$ cat src/rtl/booth_divider_datapath_if.sv
// ============================================================================
// Module  : booth_divider_datapath_if
// Purpose : Request/result bundle between a requester and the iterative divider.
// Rev     : 1.0  initial release
// ============================================================================
`default_nettype none

interface booth_divider_datapath_if #(
  parameter int WIDTH = 4
);
  logic             start;
  logic [WIDTH-1:0] dividend;
  logic [WIDTH-1:0] divisor;
  logic             busy;
  logic             done;
  logic [WIDTH-1:0] quotient;
  logic [WIDTH-1:0] remainder;
  logic             div_by_zero;

  modport master (
    output start, dividend, divisor,
    input  busy, done, quotient, remainder, div_by_zero
  );

  modport slave (
    input  start, dividend, divisor,
    output busy, done, quotient, remainder, div_by_zero
  );
endinterface

`default_nettype wire

$ cat src/rtl/booth_divider_datapath.sv
// ============================================================================
// Module  : booth_divider_datapath
// Purpose : Iterative restoring divider, one quotient bit per clock, WIDTH+2
//           cycle latency. Define SIGNED_DIV_EN for two's-complement operands.
// Rev     : 1.0  initial release
// ============================================================================
`default_nettype none

module booth_divider_datapath #(
  parameter int WIDTH = 4
) (
  input  wire logic               clk,
  input  wire logic               rst,
  booth_divider_datapath_if.slave bus
);

  localparam int                c_CW   = $clog2(WIDTH);
  localparam logic [c_CW-1:0]   c_LAST = c_CW'(WIDTH - 1);
  localparam logic [c_CW-1:0]   c_INC  = c_CW'(1);

  localparam logic [1:0] c_IDLE = 2'd0;
  localparam logic [1:0] c_CALC = 2'd1;
  localparam logic [1:0] c_FIX  = 2'd2;
  localparam logic [1:0] c_DONE = 2'd3;

  logic [1:0]       r_state;
  logic [WIDTH-1:0] r_rem;
  logic [WIDTH-1:0] r_quo;
  logic [WIDTH-1:0] r_div;
  logic [WIDTH-1:0] r_dividend;
  logic [c_CW-1:0]  r_iter;
  logic             r_dbz;

  logic             r_busy;
  logic             r_done;
  logic [WIDTH-1:0] r_q_out;
  logic [WIDTH-1:0] r_r_out;
  logic             r_dbz_out;

  logic [WIDTH-1:0] w_mag_a;
  logic [WIDTH-1:0] w_mag_b;
  logic [WIDTH:0]   w_shift;
  logic [WIDTH:0]   w_trial;
  logic             w_ge;
  logic [WIDTH-1:0] w_q_fix;
  logic [WIDTH-1:0] w_r_fix;
  logic             w_div_zero;

  assign w_div_zero = (bus.divisor == '0);

`ifdef SIGNED_DIV_EN
  logic r_neg_q;
  logic r_neg_r;

  // Magnitudes as unsigned WIDTH-bit values; the most-negative code maps to itself.
  assign w_mag_a = bus.dividend[WIDTH-1] ? -bus.dividend : bus.dividend;
  assign w_mag_b = bus.divisor[WIDTH-1]  ? -bus.divisor  : bus.divisor;
  assign w_q_fix = r_neg_q ? -r_quo : r_quo;
  assign w_r_fix = r_neg_r ? -r_rem : r_rem;
`else
  assign w_mag_a = bus.dividend;
  assign w_mag_b = bus.divisor;
  assign w_q_fix = r_quo;
  assign w_r_fix = r_rem;
`endif

  // Partial remainder is always below the divisor, so WIDTH+1 bits hold the trial sign.
  assign w_shift = {r_rem, r_quo[WIDTH-1]};
  assign w_trial = w_shift - {1'b0, r_div};
  assign w_ge    = ~w_trial[WIDTH];

  always_ff @(posedge clk or posedge rst) begin
    if (rst) begin
      r_state    <= c_IDLE;
      r_rem      <= '0;
      r_quo      <= '0;
      r_div      <= '0;
      r_dividend <= '0;
      r_iter     <= '0;
      r_dbz      <= 1'b0;
      r_busy     <= 1'b0;
      r_done     <= 1'b0;
      r_q_out    <= '0;
      r_r_out    <= '0;
      r_dbz_out  <= 1'b0;
`ifdef SIGNED_DIV_EN
      r_neg_q    <= 1'b0;
      r_neg_r    <= 1'b0;
`endif
    end else begin
      case (r_state)
        c_IDLE: begin
          if (bus.start) begin
            r_quo      <= w_mag_a;
            r_div      <= w_mag_b;
            r_dividend <= bus.dividend;
            r_rem      <= '0;
            r_iter     <= '0;
            r_dbz      <= w_div_zero;
            r_busy     <= 1'b1;
            r_dbz_out  <= 1'b0;
`ifdef SIGNED_DIV_EN
            r_neg_q    <= bus.dividend[WIDTH-1] ^ bus.divisor[WIDTH-1];
            r_neg_r    <= bus.dividend[WIDTH-1];
`endif
            r_state    <= w_div_zero ? c_FIX : c_CALC;
          end
        end
        c_CALC: begin
          r_rem  <= w_ge ? w_trial[WIDTH-1:0] : w_shift[WIDTH-1:0];
          r_quo  <= {r_quo[WIDTH-2:0], w_ge};
          r_iter <= r_iter + c_INC;
          if (r_iter == c_LAST) begin
            r_state <= c_FIX;
          end
        end
        c_FIX: begin
          if (r_dbz) begin
            r_q_out   <= '1;
            r_r_out   <= r_dividend;
            r_dbz_out <= 1'b1;
          end else begin
            r_q_out   <= w_q_fix;
            r_r_out   <= w_r_fix;
            r_dbz_out <= 1'b0;
          end
          r_done  <= 1'b1;
          r_busy  <= 1'b0;
          r_state <= c_DONE;
        end
        c_DONE: begin
          r_done  <= 1'b0;
          r_state <= c_IDLE;
        end
        default: begin
          r_state <= c_IDLE;
        end
      endcase
    end
  end

  assign bus.busy        = r_busy;
  assign bus.done        = r_done;
  assign bus.quotient    = r_q_out;
  assign bus.remainder   = r_r_out;
  assign bus.div_by_zero = r_dbz_out;

endmodule

`default_nettype wire

$ cat src/flat_wrapper.sv
// flat-port wrapper written by rule: the top's interface ports become plain ports
module booth_divider_datapath_flat 
#(
  parameter int WIDTH = 4
)
  (clk, rst, bus_start, bus_dividend, bus_divisor, bus_busy, bus_done, bus_quotient, bus_remainder, bus_div_by_zero);
  booth_divider_datapath_if #(.WIDTH(WIDTH)) bus_i ();
  input  wire logic clk;
  input  wire logic rst;
  input wire logic [$bits(bus_i.start)-1:0] bus_start;
  input wire logic [$bits(bus_i.dividend)-1:0] bus_dividend;
  input wire logic [$bits(bus_i.divisor)-1:0] bus_divisor;
  output wire logic [$bits(bus_i.busy)-1:0] bus_busy;
  output wire logic [$bits(bus_i.done)-1:0] bus_done;
  output wire logic [$bits(bus_i.quotient)-1:0] bus_quotient;
  output wire logic [$bits(bus_i.remainder)-1:0] bus_remainder;
  output wire logic [$bits(bus_i.div_by_zero)-1:0] bus_div_by_zero;
  assign bus_i.start = bus_start;
  assign bus_i.dividend = bus_dividend;
  assign bus_i.divisor = bus_divisor;
  assign bus_busy = bus_i.busy;
  assign bus_done = bus_i.done;
  assign bus_quotient = bus_i.quotient;
  assign bus_remainder = bus_i.remainder;
  assign bus_div_by_zero = bus_i.div_by_zero;
  booth_divider_datapath #(.WIDTH(WIDTH)) u_core (.clk(clk), .rst(rst), .bus(bus_i));
endmodule
$ cat config.mk
export PLATFORM = sky130hd
export DESIGN_NAME = booth_divider_datapath_flat
export DESIGN_NICKNAME = d
export VERILOG_FILES = /design/src/rtl/booth_divider_datapath_if.sv /design/src/rtl/booth_divider_datapath.sv /design/src/flat_wrapper.sv
export SDC_FILE = /design/constraint.sdc
export NUM_CORES = 1
export LEC_CHECK = 0
export CAP_MARGIN = 25
export CORE_UTILIZATION = 50
export DETAILED_ROUTE_END_ITERATION = 12
export GPL_TIMING_DRIVEN = 0
export PLACE_DENSITY = 0.72
export RECOVER_POWER = 100
export SLEW_MARGIN = 25
export SYNTH_ARGS = -nofsm -noshare
export SYNTH_HDL_FRONTEND = slang
export SYNTH_SLANG_ARGS = --single-unit
$ cat constraint.sdc
create_clock -name clk -period 2.6 [get_ports clk]
set_clock_uncertainty 0.1 [all_clocks]
set_input_delay 0.78 -clock clk [delete_from_list [all_inputs] [get_ports clk]]
set_output_delay 0.78 -clock clk [all_outputs]
set_load 0.01 [all_outputs]
# Word-level counts from Yosys, hierarchy flattened
# Cells that the tools add are included.
totals:
  regBits: 32
  latchBits: 0
  mem_bits_rw: 0
  mem_bits_ro: 0
  inputBits: 11
  out_inout_bits: 11
  wordCells: 49
  mem_count: 0
op_classes:
  addsub: 2
  n_mul: 0
  n_div: 0
  n_lt_le_gt_ge: 0
  eq_ne: 6
  shift: 0
  muxes: 19
  bitwise: 1
  n_reduce_logical: 9
ops:
  columns: ["cell", "n"]
  rows:
  - ["2-to-1 mux 4 bit", 5]
  - ["case mux 4 bit (2 select lines)", 2]
  - ["2-to-1 mux 2 bit", 4]
  - ["case mux 2 bit (4 select lines)", 1]
  - ["AND reduction 2 bit", 4]
  - ["equality test 2 bit, second input constant", 3]
  - ["case mux 1 bit (2 select lines)", 3]
  - ["nonzero test 2 bit", 3]
  - ["subtractor 5 x 4 -> 5 bit", 1]
  - ["logical NOT 4 bit", 1]
  - ["case mux 2 bit (2 select lines)", 1]
  - ["2-to-1 mux 1 bit", 3]
  - ["adder 2 x 1 -> 2 bit, second input constant", 1]
  - ["equality test 2 x 1 -> 1 bit, second input constant", 1]
  - ["logical NOT 2 bit", 1]
  - ["!= test 2 x 1 -> 1 bit, second input constant", 1]
  - ["!= test 2 bit, second input constant", 1]
  - ["inverter 1 bit", 1]

# Depth between registers and ports, before layout
depth:
  depth_word: 4
  mapped_depth: 8
  ltp_nobuf: 8

# Worst setup path before layout
# Ideal clock, no wire load.
synth_timing:
  path_type: "reg-to-reg"
  start: "register u_core.r_quo[3]"
  end: "register u_core.r_rem[0]"
  setup_ps: 122
  t_arrival_ps: 1907
  t_required_ps: 2378
  slack_ps: 471
  stages_incl_launch_ff: 9
  path_buffers: 0
  cell_sequence: "dfrtp_1 > inv_1 > ha_1 > fa_1 > nand2b_2 > a21oi_4 > xor2_4 > mux2i_1 > a32o_1"
synth_via:
  elab_chain_len: 3
synth_lines:
  columns: ["item", "line", "source"]
  rows:
  - ["from (decl)", "booth_divider_datapath.sv:28", "logic [WIDTH-1:0] r_quo;"]
  - ["from (signal assigned)", "booth_divider_datapath.sv:94", "r_quo <= w_mag_a;"]
  - ["from (signal assigned)", "booth_divider_datapath.sv:111", "r_quo <= {r_quo[WIDTH-2:0], w_ge};"]
  - ["subtractor 5 x 4 -> 5 bit", "booth_divider_datapath.sv:69", "assign w_trial = w_shift - {1'b0, r_div};"]
  - ["2-to-1 mux 4 bit (*)", "booth_divider_datapath.sv:110", "r_rem <= w_ge ? w_trial[WIDTH-1:0] : w_shift[WIDTH-1:0];"]
  - ["case mux 4 bit (2 select lines) (*)", "booth_divider_datapath.sv:91", "case (r_state)"]
  - ["to (signal assigned)", "booth_divider_datapath.sv:110", null]
  - ["to (decl)", "booth_divider_datapath.sv:27", "logic [WIDTH-1:0] r_rem;"]
# Every way passes the cells marked *; elsewhere a longest branch is shown, timed or not.
# A chain may end at the register's enable or synchronous reset.

# Final worst setup path
layout_timing:
  start: "input port bus_start"
  end: "register u_core.r_quo[3]"
layout_via:
  elab_chain_len: 2
layout_lines:
  columns: ["item", "line", "source"]
  rows:
  - ["from (decl)", "flat_wrapper.sv:10", "input wire logic [$bits(bus_i.start)-1:0] bus_start;"]
  - ["!= test 2 bit (no line)", null, null]
  - ["AND reduction 2 bit (no line)", null, null]
# Every way passes these cells.

==> results.md <==
* Sequential power share at 0.365
* Post-synthesis sequential area ratio at 0.503
* Area of the multi-input gates at 712 um^2
* FMAX at 419 MHz
* Largest net degree at the start of global routing at 33
* Initial antenna violation count at 0
* Synth Cell Area at 1590 um^2
* First-pass DRT Iterations at 4
* Net Count, Synth at 168
* Setup TNS at 0 ns
* HP Class: flip-flop to flip-flop
* Die area at 3410 um^2
* Core ar. at 3030 um^2
* Number of buffers created by CTS at 5
* Die extent in y at 58.4 um
* Clock root buffer: clkbuf_4
* Final instance area at 1910 um^2
* Post-layout util at 0.630
* Internal power at 1.46 mW
* Critical path endpoint: u_core.r_quo[3]
* Final ANT Viol Nets at 0
* Final Power at 2.42 mW
* Worst path required time at 2.70 ns
* Post-CTS Resized at 0
* Top post-synthesis cells by count: dfrtp_1 (32), nor2_1 (17), mux2i_1 (12), nand2_1 (12)
* Clock sink total at 32
* Postcts setup bufs at 0
* DP Area at 1860 um^2
* H-tree depth at 2
* Fin nets at 196
* Clock-pin transition on the worst setup and hold timing paths at 0.09 ns
* Startpoint types: primary input
* Routed WL at 2910 um
* GP Congestion at 0.746
* Most common cell in the netlist: dfrtp_1
* Gr usage total at 0.208
* First-pass GRT wire length at 5220 um
* Post-synth cell types at 24
* Share of flip-flops with an asynchronous set or reset at 1.00
* P per Cell Area at 1270 nW/um^2
* Fillers at 272
* Static leakage at 0.853 nW
* Clock Path Buffers at 2
* Syn Area/Cell at 10.8 um^2
* Min Tclk post-route at 2.39 ns
* CTS tree: done
* Share of layout cells above drive strength 1 at 0.114
* Mapped Cells at 147
* RR Startpoint: u_core.r_quo[3]
* Synth area leaders: dfrtp_1 (50%), mux2i_1 (7.5%), ha_1 (7.1%), mux2_2 (6.4%), nor2_1 (4.0%)
* Die W at 58.4 um
* Slew margin rel. at 0.192
* Kind of critical path: primary input to flip-flop
* Synth top area share at 0.503
* Synthesis-to-layout area growth at 19.8%
* N_diodes at 0
* Vias in the first global route at 1159
* Combinational share of power at 0.514
* Max-Cap Viols at 0
* Post-synth EDFFs at 0
* Synth warnings at 0
* Flop-to-flop setup slack at 0.26 ns
* Worst-path fanout max at 10
* Clock network fraction of total power at 0.121
* Critical Path End Type: flip-flop
* R2R depth at 8
* Critical Path Source: bus_start
* Initial cell density of the core at 0.526
* Port bufs at 21
* Post-route clock period utilization at 0.918
* Main flop type after synthesis: dfrtp_1
* Final Slew Violations at 0
* Outcome: finished clean
* Final Hold Viols at 0
* Clk_lat worst skew at 0.33 ns
* DR vias at 1113
* Hold buffer count at cts at 0
* Site Rows at 20
* WL per Instance at 13.2 um
* Crit path DAT at 2.48 ns
* Remaining DRCs at 0
* Switching part of the total at 0.398
* Flip-flop and latch area at 801 um^2
* Reg-to-Reg End: u_core.r_rem[1]
* Grt ovf at 0
* Top cell type by total area after synthesis: dfrtp_1
* Net Sw Power at 964 uW
* Worst Tran Pin Value at 1.21 ns
* Unrepaired setup endpoints after global routing: false
* DP HPWL at 2140 um
* 1st-iter DRT viols at 23
* Via-per-instance ratio at 5.06
* Flops & latches, synth at 32
* Final setup viols at 0
* Io pins at 22
* Peak supply drop at 0.677 mV
cell type report:
type | count | area share
Inverter | 11 | 0.0217
Multi-Input combinational cell | 97 | 0.373
Tap cell | 44 | 0.0289
Clock buffer | 8 | 0.0308
Buffer | 7 | 0.0151
Timing Repair Buffer | 21 | 0.110
Sequential cell | 32 | 0.420
kinds of logic (layout without fill, tap and decap cells):
group | after synthesis | after routing | share of synthesized area
compound gates | 31 | 31 | 0.120
xor+xnor | 3 | 3 | 0.0283
fa+ha+maj | 10 | 10 | 0.0833
buf+inv | 18 | 47 | 0.0448
flops | 32 | 32 | 0.503
mux | 21 | 21 | 0.139
simple gates | 32 | 32 | 0.0818
registers in the layout (all words and copies together), names as in the netlist:
| name | flops |
|---|---|
| u_core.bus.remainder | 4 |
| u_core.r_dividend | 4 |
| u_core.r_state | 2 |
| u_core.r_iter | 2 |
| u_core.r_quo | 4 |
| u_core.bus.div_by_zero | 1 |
| u_core.r_dbz | 1 |
| u_core.r_rem | 4 |
| u_core.bus.busy | 1 |
| u_core.r_div | 4 |
| u_core.bus.quotient | 4 |
| u_core.bus.done | 1 |
power groups by stage:
| stage | Combinational [mW] | Clock, mW | Sequential (mW) |
|---|---|---|---|
| CTS | 1.32 | 0.303 | 0.890 |
| detailed placement | 1.32 | 0 | 0.901 |
| global route | 1.42 | 0.325 | 0.918 |
| floorplan | 0.903 | 0 | 0.908 |
| global placement | 1.26 | 0 | 0.890 |
| finish | 1.25 | 0.293 | 0.885 |
metal layers:
metal	track usage	vias up	wire length (um)
met5	0	-	0
met4	0.0918	0	46
met3	0.0462	5	98
met2	0.342	19	1370
met1	0.266	535	1390
li1	-	554	-
worst min-delay path by stage:
stage / startpoint / end / slack (ns) / cells after the start
2_1_floorplan: u_core.r_iter[0] / u_core.r_iter[0] / 0.36 / 1
3_3_place_gp: u_core.bus.div_by_zero / u_core.bus.div_by_zero / 0.38 / 1
3_5_place_dp: u_core.bus.div_by_zero / u_core.bus.div_by_zero / 0.38 / 1
4_1_cts: u_core.bus.div_by_zero / u_core.bus.div_by_zero / 0.40 / 1
5_1_grt: u_core.r_div[2] / u_core.r_div[2] / 0.42 / 1
6_report: u_core.bus.div_by_zero / u_core.bus.div_by_zero / 0.39 / 1
worst max-delay path, cell delays in order:
cell and delay [ns]:
dlygate4sd3_1 0.56, nand2_1 0.36, o21a_1 0.28, clkbuf_1 0.34, o21ai_0 0.15
stage by stage:
stage | setup slack [ns] | std cells | hold WS [ns]
after global placement | 0.177 | 212 | 0.378
final | 0.214 | 220 | 0.393
after detailed placement | 0.158 | 212 | 0.383
after CTS | 0.266 | 220 | 0.405
after floorplan | 0.471 | 147 | 0.364
after global routing | 0.0786 | 220 | 0.422
layout by cell type (no fill, tap or decap), types with 2 or more instances in the layout:
cell type        instances
dfrtp_1                 32
nor2_1                  17
o21ai_0                 13
dlygate4sd3_1           13
nand2_1                 12
mux2i_1                 12
inv_1                   11
a21oi_1                 11
mux2_2                   9
ha_1                     9
clkdlybuf4s50_1          8
clkbuf_1                 7
clkbuf_4                 5
a32o_1                   4
clkbuf_2                 2
Power figures use the tool's default switching activity.
